## config.mk

```make
export PLATFORM = sky130hd
export DESIGN_NAME = sample_mem_arbiter
export DESIGN_NICKNAME = d
export VERILOG_FILES = /design/src/rtl/sample_mem_pkg.sv /design/src/rtl/sat_counter.sv /design/src/rtl/sample_mem_arbiter.sv
export SDC_FILE = /design/constraint.sdc
export NUM_CORES = 1
export LEC_CHECK = 0
export BUFFER_PORTS_ARGS = -buffer_cell sky130_fd_sc_hd__buf_2
export CORE_MARGIN = 2
export CORE_UTILIZATION = 25
export CTS_CLUSTER_SIZE = 40
export DETAILED_ROUTE_END_ITERATION = 7
export HOLD_SLACK_MARGIN = 0.03
export PLACE_DENSITY = 0.5
export SYNTH_ARGS = -nofsm -noshare
export SYNTH_HDL_FRONTEND = slang
export SYNTH_HIERARCHICAL = 1
export SYNTH_SLANG_ARGS = --single-unit
export TNS_END_PERCENT = 10
```

## constraint.sdc

```tcl
create_clock -name Clock -period 2.2 [get_ports Clock]
set_input_delay 0.44 -clock Clock [delete_from_list [all_inputs] [get_ports Clock]]
set_output_delay 0.44 -clock Clock [all_outputs]
set_load 0.01 [all_outputs]
```

## src/rtl/sample_mem_pkg.sv

```systemverilog
// rtl/sample_mem_pkg.sv - shared types and sizes for the sample memory arbiter
package sample_mem_pkg;

  localparam int ADDR_W = 6;
  localparam int DATA_W = 8;

  // IDLE: host owns the RAM; LOCK: a DCT frame is in progress
  typedef enum logic {
    IDLE,
    LOCK
  } state_e;

  // Owner of the read issued last cycle; routes Mem_RData to the right port
  typedef enum logic [1:0] {
    NONE,
    HOST,
    DCT
  } tag_e;

endpackage

```

## src/rtl/sat_counter.sv

```systemverilog
// rtl/sat_counter.sv - saturating up-counter with synchronous clear
module sat_counter #(
  parameter int W = 16
) (
  input  logic         clk_i,
  input  logic         clear_i,
  input  logic         inc_i,
  output logic [W-1:0] count_o
);

  logic [W-1:0] count_q;
  logic [W-1:0] count_d;

  // Increment unless already at all-ones
  always_comb begin
    count_d = count_q;
    if (inc_i && (count_q != {W{1'b1}})) begin
      count_d = count_q + 1'b1;
    end
  end

  // Counter register; clear has priority
  always_ff @(posedge clk_i) begin
    if (clear_i) begin
      count_q <= '0;
    end else begin
      count_q <= count_d;
    end
  end

  assign count_o = count_q;

endmodule

```

## src/rtl/sample_mem_arbiter.sv

```systemverilog
// rtl/sample_mem_arbiter.sv - host/DCT arbiter for the 64-word sample RAM (option: HOST_READ_DURING_LOCK_EN)
module sample_mem_arbiter #(
  parameter int ADDR_W  = sample_mem_pkg::ADDR_W,
  parameter int DATA_W  = sample_mem_pkg::DATA_W,
  parameter int STALL_W = 16
) (
  input  logic               Clock,
  input  logic               Reset,
  input  logic               Start,
  input  logic               Ready,
  input  logic               Dct_Re,
  input  logic [ADDR_W-1:0]  Dct_Addr,
  output logic [DATA_W-1:0]  Dct_RData,
  output logic               Dct_RValid,
  input  logic               Host_Req,
  input  logic               Host_We,
  input  logic [ADDR_W-1:0]  Host_Addr,
  input  logic [DATA_W-1:0]  Host_WData,
  output logic               Host_Gnt,
  output logic [DATA_W-1:0]  Host_RData,
  output logic               Host_RValid,
  output logic               Locked,
  output logic [STALL_W-1:0] Host_Stall,
  output logic               Mem_En,
  output logic               Mem_We,
  output logic [ADDR_W-1:0]  Mem_Addr,
  output logic [DATA_W-1:0]  Mem_WData,
  input  logic [DATA_W-1:0]  Mem_RData
);

  import sample_mem_pkg::*;

  state_e            state_q;
  logic              ready_q;
  tag_e              tag_q;
  tag_e              tag_d;
  logic              dct_gnt;
  logic              host_gnt;
  logic [DATA_W-1:0] dct_hold_q;
  logic [DATA_W-1:0] host_hold_q;

  // Grant decision: DCT always wins; host only in IDLE (or reads in LOCK when enabled)
  always_comb begin
    dct_gnt  = Dct_Re && !Reset;
    host_gnt = 1'b0;
    if (!Reset && Host_Req && !Dct_Re) begin
      if (state_q == IDLE) begin
        host_gnt = 1'b1;
      end
`ifdef HOST_READ_DURING_LOCK_EN
      else if (!Host_We) begin
        host_gnt = 1'b1;
      end
`endif
    end
  end

  // RAM port mux and read-owner tag for next cycle
  always_comb begin
    Mem_En    = 1'b0;
    Mem_We    = 1'b0;
    Mem_Addr  = '0;
    Mem_WData = '0;
    tag_d     = NONE;
    if (dct_gnt) begin
      Mem_En   = 1'b1;
      Mem_Addr = Dct_Addr;
      tag_d    = DCT;
    end else if (host_gnt) begin
      Mem_En    = 1'b1;
      Mem_We    = Host_We;
      Mem_Addr  = Host_Addr;
      Mem_WData = Host_WData;
      tag_d     = Host_We ? NONE : HOST;
    end
  end

  // Frame FSM: lock on Start, release on a rising edge of Ready
  always_ff @(posedge Clock) begin
    if (Reset) begin
      state_q <= IDLE;
      ready_q <= 1'b0;
    end else begin
      ready_q <= Ready;
      case (state_q)
        IDLE:    if (Start) state_q <= LOCK;
        LOCK:    if (Ready && !ready_q) state_q <= IDLE;
        default: state_q <= IDLE;
      endcase
    end
  end

  // Read tag; reset drops any in-flight read
  always_ff @(posedge Clock) begin
    if (Reset) begin
      tag_q <= NONE;
    end else begin
      tag_q <= tag_d;
    end
  end

  // Hold the last delivered word per port so RData is stable when RValid is low
  always_ff @(posedge Clock) begin
    if (Reset) begin
      dct_hold_q  <= '0;
      host_hold_q <= '0;
    end else begin
      if (tag_q == DCT)  dct_hold_q  <= Mem_RData;
      if (tag_q == HOST) host_hold_q <= Mem_RData;
    end
  end

  assign Dct_RValid  = (tag_q == DCT);
  assign Host_RValid = (tag_q == HOST);
  assign Dct_RData   = Dct_RValid  ? Mem_RData : dct_hold_q;
  assign Host_RData  = Host_RValid ? Mem_RData : host_hold_q;
  assign Host_Gnt    = host_gnt;
  assign Locked      = (state_q == LOCK);

  sat_counter #(
    .W(STALL_W)
  ) u_stall (
    .clk_i  (Clock),
    .clear_i(Reset),
    .inc_i  (Host_Req && !host_gnt),
    .count_o(Host_Stall)
  );

endmodule

```

Word level (Yosys, flattened, before mapping) --
Cells that the tools add are included.
Word-level totals: input bits 35, flip-flop bits (word level) 36, word-level logic and storage cells 42
Operators by class: bitwise operators 2, reductions and logical operators 11, equal/unequal tests 3, $add $sub $neg 1, muxes and demuxes 18
Operators by type and width (number):
- $mux 8 | 4
- $add 16x1->16 const B | 1
- $ne 16x16->1 const B | 1
- $mux 6 | 2
- $mux 1 | 10
- $logic_and 1x1->1 | 6
- $logic_not 1->1 | 4
- $reduce_or 3->1 | 1
- $eq 2x1->1 const B | 1
- $eq 2x2->1 const B | 1
- $mux 2 | 1
- $not 1->1 | 2
- $pmux 1 s2 | 1

Logic depth before layout (Yosys ltp) --
depth in word-level cells 7, depth in mapped cells 6, gate-level depth less buffers 5

Hierarchy --
Netlist, hierarchy kept.
Modules (own cells, without submodules):
- sample_mem_arbiter | cells each 101, area an instance 1041.0 um2, times used 1
- sat_counter | cells each 99, area an instance 848.3 um2, times used 1

Worst setup path after synthesis --
Ideal clock, no wire load.
kind in2reg, from input Reset, to register u_stall.count_q[7], in the netlist u_stall/count_o[7], buffers on the path 2, arrival 1691 ps, cell stages on the path 6, slack 438 ps, cell sequence buf_2 -> o31a_1 -> nand2_1 -> clkbuf_1 -> or4_1 -> a21oi_1
On the way: longest elaborated chain between the ends 7
Ends and longest elaborated chain:
- start: declaration | line sample_mem_arbiter.sv:8 | input logic Reset,
- $logic_not 1->1 | line sample_mem_arbiter.sv:46 | if (!Reset && Host_Req && !Dct_Re) begin
- $logic_and 1x1->1 (2 in a row) | line sample_mem_arbiter.sv:46
- $mux 1 | line sample_mem_arbiter.sv:46
- $logic_not 1->1 | line sample_mem_arbiter.sv:125 | .inc_i (Host_Req && !host_gnt),
- $logic_and 1x1->1 | line sample_mem_arbiter.sv:125
- $logic_and 1x1->1 | line sat_counter.sv:17 | if (inc_i && (count_q != {W{1'b1}})) begin
- end signal: assignment | line sat_counter.sv:27 | count_q <= count_d;
- end: declaration | line sat_counter.sv:11 | logic [W-1:0] count_q;
Several ways; a longest one is shown, not always the timed one. A chain may end at the register's enable or synchronous reset.

Final worst setup path --
from register state_q, in the netlist Locked, to output Mem_WData[3]
On the way: longest elaborated chain between the ends 4
Ends and longest elaborated chain:
- start: declaration | line sample_mem_arbiter.sv:33 | state_e state_q;
- start signal: assignment | line sample_mem_arbiter.sv:81 | state_q <= IDLE;
- start signal: assignment | line sample_mem_arbiter.sv:86 | IDLE: if (Start) state_q <= LOCK;
- start signal: assignment | line sample_mem_arbiter.sv:87 | LOCK: if (Ready && !ready_q) state_q <= IDLE;
- $mux 1 | line sample_mem_arbiter.sv:47 | if (state_q == IDLE) begin
- $mux 1 | line sample_mem_arbiter.sv:46
- $mux 8 | line sample_mem_arbiter.sv:69 | end else if (host_gnt) begin
- $mux 8 | line sample_mem_arbiter.sv:65 | if (dct_gnt) begin
- end: declaration | line sample_mem_arbiter.sv:27 | output logic [DATA_W-1:0] Mem_WData,
No other way between the ends.

==> results.sh <==
export IMPL_finalWeightedCongestion=0.7242
export IMPL_final_nets=325
export IMPL_holdBufCountCts=0
export IMPL_drc=0
export IMPL_finalHoldViolCount=0
export IMPL_rsz0062_at_grt="false"
export IMPL_critPathMaxFanout=11
export IMPL_synth_seq_cells=36
export IMPL_die_w_um=90.93
export IMPL_r2r_start="u_stall/count_o[10]"
export IMPL_synth_top_area_cell="dfxtp_1"
export IMPL_antenna_left=0
export IMPL_cts_num_sinks=36
export IMPL_start_util_pct=25.91
export IMPL_reg2reg_setup_slack_ps=410
export IMPL_overflow=0
export IMPL_syn2layout_area_growth_pct=35.30
export IMPL_ff2ff_path_depth=4
export IMPL_die_area_um2=8268
export IMPL_cts_resized=0
export IMPL_switching_share_pct=22.51
export IMPL_ios=87
export IMPL_syn_cell_area_um2=1889
export IMPL_grt_pass1_wl_mm=7.721
export IMPL_ys_types=40
export IMPL_period_share_pct=89.21
export IMPL_final_cell_area_um2=2556
export IMPL_yosysWarnings=6
export IMPL_worstMarginPinSlew_ps=659.0
export IMPL_syn_instance_count=200
export IMPL_syn_area_per_cell_um2=9.447
export IMPL_num_antenna_cells=0
export IMPL_clk_pin_slew_worst_paths_ps=70
export IMPL_whs_ps=319.2
export IMPL_fmax_mhz=509.5
export IMPL_power_frac_seq_pct=45.0
export IMPL_fin_util_pct=35.05
export IMPL_drv_slew=0
export IMPL_end_kind="output port"
export IMPL_multi_input_area_um2=1076
export IMPL_post_cts_buffers=0
export IMPL_instances_no_fill=389
export IMPL_arrival_ps=1520
export IMPL_dp_cells=381
export IMPL_htree_levels=2
export IMPL_fp_coreArea_um2=7292
export IMPL_portBuffers=86
export IMPL_postSynth_asyncResetShare_pct=0
export IMPL_leakagePower_nw=1.197
export IMPL_routed_via_density=4.468
export IMPL_internal_power_mw=1.163
export IMPL_critPathLaunchType="register"
export IMPL_n_fill_cell=774
export IMPL_finalWirelength_mm=4.650
export IMPL_ir_drop_v=0.0002948
export IMPL_synthTopCellsByArea="dfxtp_1 (38%), mux2_4 (13%), nor2b_1 (7.3%)"
export IMPL_min_from="Host_We"
export IMPL_critPathKind="register to output port"
export IMPL_first_pass_iters=4
export IMPL_place_area_um2=2430
export IMPL_grt_max_degree=18
export IMPL_worstReg2RegEnd="u_stall/count_o[15]"
export IMPL_dpl_hpwl_mm=3.389
export IMPL_status="finished, final reports clean"
export IMPL_combinationalPowerShare_pct=12.3
export IMPL_max_cap_viol_count=0
export IMPL_synth_top_area_share_pct=38.15
export IMPL_min_period_ps=1963
export IMPL_finalPower_mw=1.501
export IMPL_max_slew_margin_pct=55.49
export IMPL_place_ws_ps=265.1
export IMPL_root_buffer="clkbuf_8"
export IMPL_rows=31
export IMPL_p_sw_uw=337.9
export IMPL_die_h_um=90.93
export IMPL_antenna_found_initial=0
export IMPL_drt_iter0_markers=60
export IMPL_vias=1738
export IMPL_cellPowerDensity_nw_per_um2=587.3
export IMPL_hold_depth=2
export IMPL_yosysSeqAreaShare_pct=38.15
export IMPL_avgRoutedWirePerCell_um=11.95
export IMPL_synthesis_nets=236
export IMPL_grt_pass1_vias=1628
export IMPL_final_layout_size_suffix_gt1_share_pct=42.76
export IMPL_synth_ff_type="dfxtp_1"
export IMPL_grt_util_all_layers_pct=11.45
export IMPL_required_ps=1760
export IMPL_synth_edff_count=0
export IMPL_setup_violations=0
export IMPL_fin_tns_setup_ps=0
export IMPL_min_to="tag_q[0]"
export IMPL_cts_tree="yes"
export IMPL_timing_final_ws_setup_ps=237.4
export IMPL_holdCritPathClass="input port to register"
export IMPL_seqCellArea_um2=720.7
export IMPL_cts_buffers=5
export IMPL_clock_skew_ps=5.523
export IMPL_clk_latency_ps=290
export IMPL_power_frac_clock_pct=42.7
export IMPL_cts_buffer_depth=2
==> power groups by stage <==
| stage | registers (mW) | clock network [mW] | logic, mW |
|---|---|---|---|
| 2_1_floorplan | 0.691 | 0 | 0.108 |
| 3_3_place_gp | 0.691 | 0 | 0.185 |
| 3_5_place_dp | 0.692 | 0 | 0.185 |
| 4_1_cts | 0.676 | 0.666 | 0.186 |
| 5_1_grt | 0.679 | 0.687 | 0.203 |
| 6_report | 0.676 | 0.641 | 0.184 |
==> worst max path at each step <==
stage / endpoint / slack (ps) / from
after CTS: Mem_WData[3] / 200 / Locked
final: Mem_WData[3] / 240 / Locked
after global routing: Mem_We / 50 / Locked
after detailed placement: u_stall/count_o[9] / 270 / Reset
after global placement: u_stall/count_o[7] / 300 / Reset
after floorplan: u_stall/count_o[7] / 440 / Reset
==> cell usage after synthesis (all sizes together) (4+ instances only) <==
| cell type | count |
|---|---|
| clkbuf | 4 |
| nor3 | 4 |
| nor2b | 23 |
| a21oi | 16 |
| mux2 | 17 |
| and2 | 9 |
| o21ai | 4 |
| nand3b | 7 |
| dfxtp | 36 |
| nand4 | 4 |
| nand3 | 6 |
| nand2 | 13 |
| inv | 5 |
| or4 | 7 |
| buf | 8 |
| nor2 | 9 |
| o31ai | 6 |
==> cells in the final DEF, fill, tap and decap left out, types with 2 or more instances in the layout <==
cell       n
buf_4      8
or3_1      3
nor2_1     9
and2_1     9
nand4_1    3
clkbuf_8   7
and4_1     3
nand3_1    6
or4_1      7
a21oi_1   16
o31ai_1    6
inv_1      5
mux2_4    16
o21ai_0    4
nand2_1   12
xnor2_1    2
nand3b_1   7
buf_2     86
nor4_1     2
nor3_1     4
nor2b_1   22
dfxtp_1   36
==> flip-flops by register name, summed over array words and instances (netlist names) <==
register	flops
tag_q	2
Locked	1
host_hold_q	8
ready_q	1
u_stall/count_o	16
dct_hold_q	8
==> kinds of logic (layout without fill, tap and decap cells) <==
| family | after synthesis | in the layout | synth area share [%] |
|---|---|---|---|
| xor gates and xnor gates | 2 | 2 | 0.9273 |
| DFF | 36 | 36 | 38.15 |
| muxes | 18 | 18 | 13.84 |
| adders and majority gates | 1 | 1 | 0.6621 |
| and+or+nand+nor | 95 | 95 | 31.59 |
| buffers and inverters | 17 | 107 | 4.901 |
| AOI/OAI and AO/OA | 31 | 31 | 9.934 |
==> per-layer routing <==
layer / share of wire (%) / wire, µm / global-route usage (%) / vias up
met5: 0 / 0 / 0 / -
met4: 1.2 / 54 / 4.167 / 0
met3: 7.4 / 342 / 3.237 / 5
met2: 46 / 2133 / 18.89 / 67
met1: 46 / 2119 / 14.18 / 777
li1: - / - / - / 889
==> critical path, stage by stage (launching register included) <==
cell     delay (ps)
dfxtp_1         360
nor2b_2         130
nor3b_2         430
and2_1          190
buf_2           120
==> final cells by class <==
class	count	area share [%]
Clock inverter	1	1.175
Timing Repair Buffer	94	19.19
Clock buffer	7	3.769
Tap cell	99	4.846
Inverter	5	0.7342
Multi-Input combinational cell	147	42.09
Sequential cell	36	28.19
No activity file was read; power rests on OpenSTA's default activity.
